File: src/rtl/md5_msg_loader.sv
// md5_msg_loader: parses SPI command frames into an MD5-padded 512-bit block and a 128-bit target hash.
// Optional mid-frame inactivity abort is compiled in with `define MD5_LOADER_TIMEOUT_EN.
module md5_msg_loader #(
    parameter int         TIMEOUT_CYCLES = 1000000,
    parameter logic [7:0] CMD_TARGET     = 8'h01,
    parameter logic [7:0] CMD_STRING     = 8'h02,
    parameter logic [7:0] CMD_CLR        = 8'hFF
) (
    input  logic         clk,
    input  logic         reset_n,
    input  logic         rx_valid,
    input  logic [7:0]   rx_byte,
    output logic         blk_valid,
    input  logic         blk_ready,
    output logic [511:0] msg_block,
    output logic [127:0] target_hash,
    output logic         target_valid,
    output logic         busy,
    output logic [3:0]   err
);
    typedef enum logic [2:0] {IDLE, TGT, LEN, STR, PEND} state_t;
    state_t       state_q, state_d;
    logic [5:0]   idx_q, idx_d;
    logic [5:0]   len_q, len_d;
    logic [127:0] tgt_q, tgt_d;
    logic         tv_q, tv_d;
    logic [511:0] msg_q, msg_d;
    logic         bv_q, bv_d;
    logic [3:0]   err_q, err_d;
`ifdef MD5_LOADER_TIMEOUT_EN
    localparam int TW = $clog2(TIMEOUT_CYCLES + 1);
    logic [TW-1:0] tmo_q, tmo_d;
`endif
    // next-state, data capture, padding and sticky error logic
    always_comb begin
        state_d = state_q;
        idx_d   = idx_q;
        len_d   = len_q;
        tgt_d   = tgt_q;
        tv_d    = tv_q;
        msg_d   = msg_q;
        bv_d    = bv_q;
        err_d   = err_q;
        case (state_q)
            IDLE: if (rx_valid) begin
                if (rx_byte == CMD_TARGET) begin
                    state_d = TGT;
                    idx_d   = '0;
                    tv_d    = 1'b0;
                end else if (rx_byte == CMD_STRING) begin
                    state_d = LEN;
                end else if (rx_byte == CMD_CLR) begin
                    err_d = '0;
                end else begin
                    err_d[0] = 1'b1;
                end
            end
            TGT: if (rx_valid) begin
                tgt_d[{idx_q[3:0], 3'b000} +: 8] = rx_byte;
                idx_d = idx_q + 6'd1;
                if (idx_q[3:0] == 4'd15) begin
                    tv_d    = 1'b1;
                    state_d = IDLE;
                end
            end
            LEN: if (rx_valid) begin
                if (rx_byte == 8'd0 || rx_byte > 8'd55) begin
                    err_d[1] = 1'b1;
                    state_d  = IDLE;
                end else begin
                    msg_d   = '0;
                    len_d   = rx_byte[5:0];
                    idx_d   = '0;
                    state_d = STR;
                end
            end
            STR: if (rx_valid) begin
                msg_d[{idx_q, 3'b000} +: 8] = rx_byte;
                idx_d = idx_q + 6'd1;
                if (idx_q == len_q - 6'd1) begin
                    msg_d[{len_q, 3'b000} +: 8] = 8'h80;
                    msg_d[511:448] = {48'd0, 7'd0, len_q, 3'b000};
                    bv_d    = 1'b1;
                    state_d = PEND;
                end
            end
            PEND: begin
                if (rx_valid) err_d[2] = 1'b1;
                if (bv_q && blk_ready) begin
                    bv_d    = 1'b0;
                    state_d = IDLE;
                end
            end
            default: state_d = IDLE;
        endcase
`ifdef MD5_LOADER_TIMEOUT_EN
        tmo_d = '0;
        if ((state_q == TGT || state_q == LEN || state_q == STR) && !rx_valid) begin
            if (tmo_q == TW'(TIMEOUT_CYCLES - 1)) begin
                err_d[3] = 1'b1;
                state_d  = IDLE;
            end else begin
                tmo_d = tmo_q + 1'b1;
            end
        end
`endif
    end
    // state and datapath registers, cleared by async reset
    always_ff @(posedge clk or negedge reset_n) begin
        if (!reset_n) begin
            state_q <= IDLE;
            idx_q   <= '0;
            len_q   <= '0;
            tgt_q   <= '0;
            tv_q    <= 1'b0;
            msg_q   <= '0;
            bv_q    <= 1'b0;
            err_q   <= '0;
`ifdef MD5_LOADER_TIMEOUT_EN
            tmo_q   <= '0;
`endif
        end else begin
            state_q <= state_d;
            idx_q   <= idx_d;
            len_q   <= len_d;
            tgt_q   <= tgt_d;
            tv_q    <= tv_d;
            msg_q   <= msg_d;
            bv_q    <= bv_d;
            err_q   <= err_d;
`ifdef MD5_LOADER_TIMEOUT_EN
            tmo_q   <= tmo_d;
`endif
        end
    end
    assign blk_valid    = bv_q;
    assign msg_block    = msg_q;
    assign target_hash  = tgt_q;
    assign target_valid = tv_q;
    assign busy         = state_q != IDLE;
    assign err          = err_q;
endmodule

File: config.mk
export PLATFORM = sky130hd
export DESIGN_NAME = md5_msg_loader
export DESIGN_NICKNAME = d
export VERILOG_FILES = /design/src/rtl/md5_msg_loader.sv
export SDC_FILE = /design/constraint.sdc
export NUM_CORES = 1
export LEC_CHECK = 0
export ABC_AREA = 1
export BUFFER_PORTS_ARGS = -buffer_cell sky130_fd_sc_hd__buf_2
export CAP_MARGIN = 0
export CORE_AREA = 2 2 256 258
export CTS_CLUSTER_DIAMETER = 200
export CTS_CLUSTER_SIZE = 12
export DETAILED_ROUTE_END_ITERATION = 8
export DIE_AREA = 0 0 258 260
export PLACE_DENSITY = 0.69
export SYNTH_ARGS = -nofsm -noshare
export SYNTH_HDL_FRONTEND = slang
export SYNTH_SLANG_ARGS = --single-unit
File: constraint.sdc
create_clock -name clk -period 3.1 [get_ports clk]
set_clock_uncertainty 0.1 [all_clocks]
set_input_delay 0.62 -clock clk [delete_from_list [all_inputs] [get_ports clk]]
set_output_delay 0.62 -clock clk [all_outputs]
set_load 0.005 [all_outputs]
-- Word level (Yosys, flattened, before mapping)
Index checks and enable logic that the tools add are counted.
W data, S select, Z words.
- bits in registers: 660
- output and inout bits: 647
- word-level logic and storage cells: 116
- add/sub/neg operators: 5
- shift operators: 6
- reductions and logical operators: 22
- equality and inequality tests: 25
- bitwise operators: 3
- muxes and demuxes: 44
- order comparisons: 1
- operators by type and width (operator ; count):
    $mux W512 ; 4
    $bwmux W512 ; 2
    $pmux W512 S2 ; 1
    $shift A8 B11 Y512 const A ; 2
    $shiftx A8 B11 Y512 ; 1
    $shiftx A8 B11 Y512 const A ; 1
    $bwmux W128 ; 1
    $shift A8 B9 Y128 const A ; 1
    $shiftx A8 B9 Y128 ; 1
    $mux W3 ; 12
    $mux W6 ; 5
    $ne A2 B2 Y1 const B ; 14
    $neg A9 Y11 ; 2
    $pmux W6 S3 ; 1
    $pmux W3 S5 ; 1
    $reduce_and A4 Y1 ; 3
    $reduce_and A6 Y1 ; 2
    $mux W1 ; 11
    $reduce_bool A2 Y1 ; 5
    $neg A7 Y9 ; 1
    $eq A8 B1 Y1 const B ; 1
    $eq A8 B2 Y1 const B ; 1
    $eq A8 B8 Y1 const B ; 1
    $gt A8 B6 Y1 const B ; 1
    other kinds (23) ; 31

-- Logic depth before layout (Yosys ltp)
- depth in word-level cells: 7
- mapped depth: 17
- gate-level depth less buffers: 15

-- Worst setup path before layout
No wires, ideal clock.
- path kind: register to register
- start point: register idx_q[0]
- end point: register msg_q[252] (netlist: msg_block[252])
- library setup time: 0.129 ns
- slack: 0.470 ns
- path buffers: 3
- stages on the path, launching flop included: 16
- arrival: 2.401 ns
- cell sequence: dfrtp_1 > inv_2 > buf_2 > ha_1 > buf_2 > nor2_4 > nand2_1 > nor2_1 > inv_1 > nor2_1 > inv_1 > nor2_1 > buf_2 > o21ai_0 > o21ai_0 > a21oi_1
- word-level cells in the longest chain between the ends: 7
- RTL lines (what ; RTL line ; RTL):
    from (decl) ; 23 ; logic [5:0] idx_q, idx_d;
    from (signal assigned) ; 124 ; idx_q <= idx_d;
    $neg A9 Y11 ; 78 ; msg_d[{idx_q, 3'b000} +: 8] = rx_byte;
    $shiftx A8 B11 Y512 / $shift A8 B11 Y512 (equally long branches) ; 78 ;
    $bwmux W512 ; 78 ;
    $bwmux W512 ; 81 ; msg_d[{len_q, 3'b000} +: 8] = 8'h80;
    $mux W512 (*) ; 80 ; if (idx_q == len_q - 6'd1) begin
    $mux W512 (*) ; 77 ; STR: if (rx_valid) begin
    $pmux W512 S2 (*) ; 44 ; case (state_q)
    to (signal assigned) ; 128 ; msg_q <= msg_d;
    to (decl) ; 27 ; logic [511:0] msg_q, msg_d;
Every way passes the cells marked *; elsewhere a longest branch is shown, timed or not. The select of a mux whose other input is x is not followed.
A chain may end at the register's enable or synchronous reset.

-- Final worst setup path
- start point: register idx_q[1]
- end point: register msg_q[471] (netlist: msg_block[471])
- word-level cells in the longest chain between the ends: 6
- RTL lines (what ; RTL line):
    $neg A9 Y11 ; 78
    $shiftx A8 B11 Y512 / $shift A8 B11 Y512 (equally long branches) ; 78
    $bwmux W512 ; 78
    $mux W512 (*) ; 80
    $mux W512 (*) ; 77
    $pmux W512 S2 (*) ; 44
Marked as above.

==> metrics.cfg <==
[outcome]
status=finished, final reports clean

[critical_path]
cp_max_fo=14
regToRegSetupSlack_ns=0.15
crit_required_ns=3.52
end_kind=flip-flop
r2r_cells=13
cp-start-kind=flip-flop
crit_chain=inv_1 -> ha_1 -> inv_1 -> nand2_1 -> nand2_2 -> inv_1 -> nand4_1 -> nor2_4 -> nand2_1 -> inv_1 -> nand2_1 -> o21ai_0 -> nor2_1
cp_common_cell=inv_1
cpPeakStageDelay_ns=0.38
crit_type=flip-flop to flip-flop
crit_slowest_cell=dfrtp_1
reg2reg_from=idx_q[1]
reg2reg_to=msg_block[471]
worstPathArrival_ns=3.37

[detailed_routing]
wirelength_mm=118
viasPerCell=5.48
first_pass_iters=8
initialDrtViolationCount=3584
route.detailed.drc=0
ant_nets=0
wl_per_cell_um=21.9
vias=29500

[timing]
worst-slew-pin-transition_ns=0.800
finalCritPeriodShare_pct=95.0
holdWs_ns=0.190
slew_headroom_pct=46.7
setup_viol=0
hold_violations=0
slew_violations=0
rsz0062_at_grt=no
tns_ns=0
max_freq_ghz=0.339
fin_crit_ns=2.95

[grt]
track_usage_pct=34.4
antenna_found_initial=3
grt_pass1_vias=27100
grt_pass1_wl_mm=176
grt_max_degree=125
grt-ovfl-total=0

[logic_synthesis]
yosys-mux-area-fraction_pct=0.0363
syn-instance-count=3915
ys_ff_latch=660
synth_top_family_by_area=simple AND/OR/NAND/NOR gates
synth.top_cell.area_share_pct=53.2
yosys.area.top_type=dfrtp_1
synth_area_leaders=dfrtp_1 53%, nand2_1 14%, o21ai_0 6.9%, nand3_1 4.2%, a21oi_1 4.2%
synth_compound_gate_area_share_pct=13.4
synthTopCellsByCount=1160 x nand2_1, 660 x dfrtp_1, 426 x o21ai_0, 339 x inv_1, 278 x nor2_1
ys_seq_area_share_pct=53.2
netlist_area_um2=31000
synth.distinct_cells=43
synth_edf_count=0
syn-num-nets=3933
synth-xor-area-share_pct=0.113
synth_top_flop_cell=dfrtp_1
async_reset_ff_share_pct=100
yosysMostFrequentCell=nand2_1
synth_adder_area_share_pct=0.242
avgSynthCellArea_um2=7.93
synthSimpleGateAreaFrac_pct=25.0
yosys_warnings=0

[power]
p_leak_nw=20.7
powerDensity_nw_per_um2=800
max-vdd-ir-drop_mv=0.462

[clock_tree]
cts.sinks=660
cts_buffers=60
htree_num_levels=2
clock_path_buffers=3
clock_latency_ns=0.65
clk_pin_slew_ns=0.07
cts_tree=built
cts_root_buf=clkbuf_16

[hold_path]
hold_path.class=input pin to flip-flop
worstHoldStart=rx_valid
whs_path_depth=3
hold_end=err[2]

[floorplan]
core_um2=64100
pin_count=659
dieHeight_um=260
initial_core_util_pct=48.4
die_x_um=258
placementRows=93
die_area_um2=67100

[job]
drv_cap=0

[layout]
final_layout_size_suffix_gt1_share_pct=21.8
area_growth_pct=19.5
fin_nets=4541

[placed_design]
dp_hpwl_mm=83.1
gp_congestion=0.959
io_buffer_count=657

[timing repair]
action	4_1_cts	5_1_grt
buffers inserted	0	2
setup endpoints to repair	0	116
resized for setup	0	23
hold endpoints to repair	13	0
hold buffers	1	0
[metrics by stage]
step,cell area [um^2],util [%],power (mW),setup WS (ns),cells
3_3_place_gp,35400,55.2,22.7,0.234,5313
5_1_grt,37100,57.8,31.3,0.0102,5381
2_1_floorplan,31000,-,17.8,0.470,3915
6_report,37100,57.8,29.7,0.154,5383
4_1_cts,37000,57.7,29.5,0.171,5377
3_5_place_dp,35400,55.2,22.8,0.186,5313
[report_power, final]
part	internal [mW]	switching, mW
Sequential	10.4	1.11
Combinational	3.57	7.96
Clock	3.44	3.20
[logic make-up after synthesis]
logic type | count (synthesis)
buffers and inverters | 590
multiplexers | 1
adder cells (fa/ha/maj) | 6
XOR/XNOR | 4
flip-flops | 660
AO/OA/AOI/OAI | 807
other | 1
AND/OR/NAND/NOR | 1846
[registers in the layout, indices dropped and copies added, names as in the netlist]
name / flops
blk_valid: 1
len_q: 6
idx_q: 6
err: 3
target_valid: 1
target_hash: 128
msg_block: 512
state_q: 3
[worst max-delay path by stage]
stage	slack [ns]	end	from	cells past startpoint
after floorplan	0.47	msg_block[252]	idx_q[0]	15
after global placement	0.23	msg_block[307]	idx_q[1]	11
after detailed placement	0.19	msg_block[471]	idx_q[1]	13
after CTS	0.17	msg_block[471]	idx_q[1]	13
after global routing	0.01	msg_block[392]	idx_q[1]	12
final	0.15	msg_block[471]	idx_q[1]	13
[cell type report]
type | count | area (um^2)
fillers | 5945 | 27000
diodes | 4 | 10.0
inverters | 358 | 1360
flip-flops and latches | 660 | 16500
multi-input cells | 2665 | 12200
clock buffers | 61 | 1530
repair buffers | 778 | 4420
well taps | 855 | 1070
clock inverters | 2 | 17.5
[layout by cell type, fill, tap and decap left out, drive strengths merged, types with 2 or more instances in the layout]
cell	count
inv	360
ha	6
nor4	3
o211ai	7
o31ai	3
nor3	18
nor2	326
nand2	1185
o22ai	2
xor2	3
a21oi	279
clkbuf	61
nand4	38
o21ai	512
nand3	264
dfrtp	660
nand3b	11
diode	4
buf	777
[critical path: cells and delay by family, from the launching register on]
family          cells  cell delay [ns]
buf+inv             4             0.67
simple gates        7             1.20
compound gates      1             0.27
fa+ha+maj           1             0.24
flops               1             0.38
[metal layers]
metal | track usage [%] | wire, um
met1 | 46.5 | 47900
met2 | 54.6 | 54500
met3 | 7.85 | 11000
met4 | 12.5 | 4470
met5 | 0 | 0
Power figures use the tool's default switching activity.
